`config.mk`:
```
export PLATFORM = sky130hd
export DESIGN_NAME = uart_tx_buffered
export DESIGN_NICKNAME = d
export VERILOG_FILES = /design/src/rtl/uart_pkg.sv /design/src/rtl/uart_byte_fifo.sv /design/src/rtl/uart_tx_buffered.sv
export SDC_FILE = /design/constraint.sdc
export NUM_CORES = 1
export LEC_CHECK = 0
export ABC_AREA = 1
export BUFFER_PORTS_ARGS = -buffer_cell sky130_fd_sc_hd__buf_2
export CAP_MARGIN = 20
export CORE_MARGIN = 1
export CORE_UTILIZATION = 45
export CTS_CLUSTER_DIAMETER = 50
export DETAILED_ROUTE_END_ITERATION = 6
export PLACE_DENSITY = 0.69
export SYNTH_ARGS = -nofsm -noshare
export SYNTH_HDL_FRONTEND = slang
export SYNTH_SLANG_ARGS = --single-unit
```
`constraint.sdc`:
```
create_clock -name clock -period 2.2 [get_ports clock]
set_input_delay 0.44 -clock clock [delete_from_list [all_inputs] [get_ports clock]]
set_output_delay 0.44 -clock clock [all_outputs]
set_load 0.01 [all_outputs]
```
`src/rtl/uart_pkg.sv`:
```
`default_nettype none
// +--------------------------------------------------------------------+
// | uart_pkg - shared constants and serializer state type              |
// | Rev 1.0                                                            |
// +--------------------------------------------------------------------+
package uart_pkg;

  localparam int DATA_BITS            = 8;
  localparam int DEFAULT_CLKS_PER_BIT = 434;
  localparam int DEFAULT_FIFO_ADDR_W  = 4;

  typedef enum logic [1:0] {
    IDLE  = 2'd0,
    START = 2'd1,
    DATA  = 2'd2,
    STOP  = 2'd3
  } tx_state_t;

endpackage
`default_nettype wire

```
`src/rtl/uart_byte_fifo.sv`:
```
`default_nettype none
// +--------------------------------------------------------------------+
// | uart_byte_fifo - synchronous byte FIFO, registered flags/count     |
// | Rev 1.0                                                            |
// +--------------------------------------------------------------------+
module uart_byte_fifo
  import uart_pkg::*;
#(
  parameter int ADDR_W = DEFAULT_FIFO_ADDR_W
) (
  input  logic              clock,
  input  logic              reset,
  input  logic              push,
  input  logic [7:0]        push_data,
  input  logic              pop,
  output logic [7:0]        pop_data,
  output logic              full,
  output logic              empty,
  output logic [ADDR_W:0]   count,
  output logic              overflow
);

  localparam int DEPTH = 1 << ADDR_W;
  localparam logic [ADDR_W:0] DEPTH_CNT = (ADDR_W + 1)'(DEPTH);
  localparam logic [ADDR_W:0] ONE_CNT   = (ADDR_W + 1)'(1);

  logic [7:0]        mem [DEPTH];
  logic [ADDR_W-1:0] wr_ptr;
  logic [ADDR_W-1:0] rd_ptr;
  logic              push_ok;
  logic              pop_ok;
  logic [ADDR_W:0]   count_next;

  // Fullness uses the registered flag, so a push is refused even if a pop
  // frees a slot on the same edge.
  assign push_ok  = push && !full;
  assign pop_ok   = pop && !empty;
  assign pop_data = mem[rd_ptr];

  always_comb begin
    count_next = count;
    if (push_ok && !pop_ok)
      count_next = count + ONE_CNT;
    else if (pop_ok && !push_ok)
      count_next = count - ONE_CNT;
  end

  always_ff @(posedge clock) begin
    if (push_ok)
      mem[wr_ptr] <= push_data;
  end

  always_ff @(posedge clock or posedge reset) begin
    if (reset) begin
      wr_ptr   <= '0;
      rd_ptr   <= '0;
      count    <= '0;
      full     <= 1'b0;
      empty    <= 1'b1;
      overflow <= 1'b0;
    end else begin
      if (push_ok)
        wr_ptr <= wr_ptr + 1'b1;
      if (pop_ok)
        rd_ptr <= rd_ptr + 1'b1;
      count    <= count_next;
      full     <= (count_next == DEPTH_CNT);
      empty    <= (count_next == '0);
      overflow <= overflow | (push && full);
    end
  end

endmodule
`default_nettype wire

```
`src/rtl/uart_tx_buffered.sv`:
```
`default_nettype none
// +--------------------------------------------------------------------+
// | uart_tx_buffered - FIFO-buffered 8N1 UART transmitter              |
// | Rev 1.0                                                            |
// +--------------------------------------------------------------------+
module uart_tx_buffered
  import uart_pkg::*;
#(
  parameter int CLKS_PER_BIT = DEFAULT_CLKS_PER_BIT,
  parameter int FIFO_ADDR_W  = DEFAULT_FIFO_ADDR_W
) (
  input  logic                  clock,
  input  logic                  reset,
  input  logic                  writeFlag,
  input  logic [7:0]            dataToSend,
  output logic                  uart_tx,
  output logic                  fifoFull,
  output logic                  fifoEmpty,
  output logic [FIFO_ADDR_W:0]  fifoCount,
  output logic                  txBusy,
  output logic                  overflow
);

  localparam int BAUD_W = (CLKS_PER_BIT > 1) ? $clog2(CLKS_PER_BIT) : 1;
  localparam logic [BAUD_W-1:0] BAUD_LAST = BAUD_W'(CLKS_PER_BIT - 1);
  localparam logic [2:0]        LAST_BIT  = 3'(DATA_BITS - 1);

  tx_state_t         state;
  logic [BAUD_W-1:0] baud_cnt;
  logic [2:0]        bit_idx;
  logic [7:0]        shift;
  logic [7:0]        fifo_data;
  logic              baud_done;
  logic              pop;

  assign baud_done = (baud_cnt == BAUD_LAST);
  assign pop       = !fifoEmpty && ((state == IDLE) || ((state == STOP) && baud_done));

  uart_byte_fifo #(
    .ADDR_W (FIFO_ADDR_W)
  ) u_fifo (
    .clock     (clock),
    .reset     (reset),
    .push      (writeFlag),
    .push_data (dataToSend),
    .pop       (pop),
    .pop_data  (fifo_data),
    .full      (fifoFull),
    .empty     (fifoEmpty),
    .count     (fifoCount),
    .overflow  (overflow)
  );

  // uart_tx follows the state one cycle late, so txBusy is likewise held
  // until the last stop-bit cycle has actually left the pin.
  always_ff @(posedge clock or posedge reset) begin
    if (reset) begin
      state    <= IDLE;
      baud_cnt <= '0;
      bit_idx  <= '0;
      shift    <= '0;
      uart_tx  <= 1'b1;
      txBusy   <= 1'b0;
    end else begin
      case (state)
        IDLE: begin
          uart_tx  <= 1'b1;
          txBusy   <= pop;
          baud_cnt <= '0;
          if (pop) begin
            shift <= fifo_data;
            state <= START;
          end
        end
        START: begin
          uart_tx <= 1'b0;
          txBusy  <= 1'b1;
          if (baud_done) begin
            baud_cnt <= '0;
            bit_idx  <= '0;
            state    <= DATA;
          end else begin
            baud_cnt <= baud_cnt + 1'b1;
          end
        end
        DATA: begin
          uart_tx <= shift[0];
          txBusy  <= 1'b1;
          if (baud_done) begin
            baud_cnt <= '0;
            shift    <= {1'b0, shift[7:1]};
            if (bit_idx == LAST_BIT)
              state <= STOP;
            else
              bit_idx <= bit_idx + 1'b1;
          end else begin
            baud_cnt <= baud_cnt + 1'b1;
          end
        end
        STOP: begin
          uart_tx <= 1'b1;
          txBusy  <= 1'b1;
          if (baud_done) begin
            baud_cnt <= '0;
            if (pop) begin
              shift <= fifo_data;
              state <= START;
            end else begin
              state <= IDLE;
            end
          end else begin
            baud_cnt <= baud_cnt + 1'b1;
          end
        end
        default: state <= IDLE;
      endcase
    end
  end

endmodule
`default_nettype wire

```
==> run metrics <==
total count of hold-check failures in the final report 0; class of the tightest hold or removal check in -> async; vias after detailed routing 4,862; H-Tree Level Count 4; yosys synthesis warning count 0; max frequency 501 MHz; TritonCTS sink count 168; DRC errors left 0; ratio of final minimum period to clock period 0.908; global-route wire length before repair 24,900 µm; combined global-route utilization of all metal layers 0.205; critical path cell sequence inv_1 > ha_1 > inv_1 > a21oi_4 > nand2_4 > a21oi_4 > nand2_2 > buf_4 > nand2_1 > nand2_1; buffer type at the clock tree root clkbuf_16; CP endpoint kind register; critical path required time 2.52 ns; number of storage elements in the synthesis netlist 168; hold slack 0.138 ns; unique cell type count in the Yosys netlist 37; via count of the first global-routing pass 4,841; initial antenna violation count 0; Register-to-Register Setup Slack 0.20 ns; Layout area overhead 14.8%; Layout Cell Area excl Fill 8340 µm²; syn nets 673; io pins 21; Post-Place Cell Area 7730 µm²; Hold Buf Count CTS 0; port buffer count 20; wire length reported by the detailed router 15,700 µm; minimum setup slack after placement 0.159 ns; proportion of synthesized chip area in sequential cells 0.667; endpoint of the most critical register-to-register path shift[0]; core occupancy in the finished layout 0.527; number of synthesized flops with an enable pin 128; maximum VDD drop 593 µV; slew at the pin with the worst max-slew slack 0.514 ns; Worst Reg2Reg Path Length in Cells 10; HPWL after detailed placement 9810 µm; final number of max-transition violations 0; stage delay of the slowest cell on the critical path 0.45 ns; worst-case clock skew 0.00853 ns; crit path time final 2.00 ns; Syn Area/Cell 11.3 µm²; Slew headroom 0.658; number of nets with antenna violations after detailed routing 0; Vert. Die Dim 129 µm; unrepaired setup endpoints after global routing false; number of buffers and inverters on the critical path 3; termination of the worst setup path shift[0]; initial DRC count 497; max-capacitance violation count 0; Max stage delay cell, worst path dfrtp_1; critical register-to-register path startpoint state[0]; effective utilization at floorplan 0.459; number of cells produced by synthesis 645; flip-flop cell with the highest count after synthesis edfxtp_1; floorplan die area 16,700 µm²; Clk Latency, worst-skew pair 0.43 ns; number of inserted diodes 0; Largest delay share family, worst path flip-flops; depth of the critical timing path with buffers and inverters included 10; post-layout net count 712; CP Class reg -> reg; clock tree from TritonCTS built; Data arrival, critical path 2.32 ns; remaining global-route overflow 0; Chip Width 129 µm; Post-Route Setup TNS 0 ns; Final Setup Violations 0; leakage power 3.24 nW; ratio of cells with drive above 1 in the final layout 0.141; async set-reset flop share out of synthesis 0.238; average wire length per cell after detail routing 17.2 µm; register clock-pin slew on the reported worst setup and hold paths 0.06 ns; nature of the critical path startpoint register; crit-path max FO 11; startpoint of the most critical setup path state[0]; vias per cell 5.33; final worst slack 0.203 ns; result of the run finished clean; Core ar. 15,800 µm²; last weighted congestion value of the routability-driven placer 0.846; summed instance area of the synthesized netlist 7260 µm²; router iterations before antenna repair 5; Std-Cell Rows 46; Inserted Clock Buffers 17; largest net degree at the start of global routing 80; buffer depth of the longest clock path 2; power density normalized to cell area 940 nW/µm²
flip-flops by register name, indices dropped and copies added, names as in the netlist:
signal and cells:
u_fifo.full 1, txBusy 1, u_fifo.rd_ptr 4, u_fifo.empty 1, uart_tx 1, bit_idx 3, baud_cnt 9, u_fifo.count 5
u_fifo.mem 128, u_fifo.wr_ptr 4, u_fifo.overflow 1, state 2, shift 8
worst register-to-register path, cell delays in order, from the launching register on:
cell	delay [ns]
dfrtp_1	0.45
inv_1	0.14
ha_1	0.19
inv_1	0.11
a21oi_4	0.25
nand2_4	0.17
a21oi_4	0.19
nand2_2	0.14
buf_4	0.18
nand2_1	0.04
nand2_1	0.05
final cells by class:
cell class                 instances  area, µm²
fill                            1348       7490
sequential                       168       4850
multi-input combinational        404       2130
clock buffer                      18        429
timing repair buffer              47        328
tap                              216        270
inverter                          46        173
clock inverter                    13        158
timing repair:
item / in CTS / in global routing
setup buffers: 0 / 1
setup endpoints to repair: 0 / 8
gates resized for setup: 0 / 4
how the worst min path moves through the flow:
stage / from / to / slack [ns] / cells past startpoint
floorplan: shift[0] / shift[0] / 0.45 / 2
global placement: u_fifo.overflow / u_fifo.overflow / 0.44 / 1
detailed placement: u_fifo.overflow / u_fifo.overflow / 0.44 / 1
CTS: reset / baud_cnt[2] / 0.14 / 3
global route: reset / baud_cnt[6] / 0.19 / 3
finish: reset / baud_cnt[4] / 0.14 / 3
cell usage in the layout, fill, tap and decap left out, types with 17 or more instances in the layout:
| cell | count |
|---|---|
| ha_1 | 17 |
| edfxtp_1 | 128 |
| nor2_1 | 107 |
| clkbuf_16 | 17 |
| nand3_1 | 30 |
| buf_2 | 20 |
| o21ai_0 | 54 |
| buf_4 | 25 |
| inv_1 | 40 |
| nand2_1 | 97 |
| o211ai_1 | 19 |
| dfrtp_1 | 37 |
cell families (layout without fill, tap and decap cells):
group,count (synthesis),in the layout,synth area share
and+or+nand+nor,258,259,0.151
DFF,168,168,0.667
AOI/OAI and AO/OA,116,116,0.0965
buffers and inverters,74,124,0.0413
adders and majority gates,17,17,0.0293
xor gates and xnor gates,12,12,0.0145
synthesized netlist by cell type (3+ instances only):
cell | count | area share
nor3_1 | 5 | 0.0034
xor2_1 | 11 | 0.013
nand4_1 | 3 | 0.0026
o21ai_0 | 54 | 0.037
ha_1 | 17 | 0.029
nor2_1 | 107 | 0.055
clkbuf_1 | 20 | 0.010
nand3_1 | 30 | 0.021
buf_2 | 6 | 0.0041
clkinv_1 | 4 | 0.0021
o2111ai_1 | 7 | 0.0084
nand2_4 | 3 | 0.0047
nand2_2 | 5 | 0.0043
edfxtp_1 | 128 | 0.53
o22ai_1 | 9 | 0.0078
inv_1 | 41 | 0.021
a21oi_1 | 17 | 0.012
dfrtp_1 | 38 | 0.13
o211ai_1 | 19 | 0.020
nand2_1 | 97 | 0.050
metal layers:
| metal | share of wire | track usage | vias up |
|---|---|---|---|
| li1 | - | - | 2324 |
| met1 | 0.42 | 0.256 | 2366 |
| met2 | 0.51 | 0.341 | 145 |
| met3 | 0.044 | 0.0425 | 27 |
| met4 | 0.024 | 0.100 | 0 |
| met5 | 0 | 0 | - |
per-stage QoR:
step           instances  total power (W)
2_1_floorplan        645          0.00456
3_3_place_gp         879          0.00489
3_5_place_dp         879          0.00494
4_1_cts              910          0.00788
5_1_grt              912          0.00816
6_report             912          0.00784
power breakdown:
group          switching, W  internal (W)
clock               0.00126       0.00170
combinational      0.000639      0.000325
sequential         0.000163       0.00375
total               0.00206       0.00578
Power figures use the tool's default switching activity.
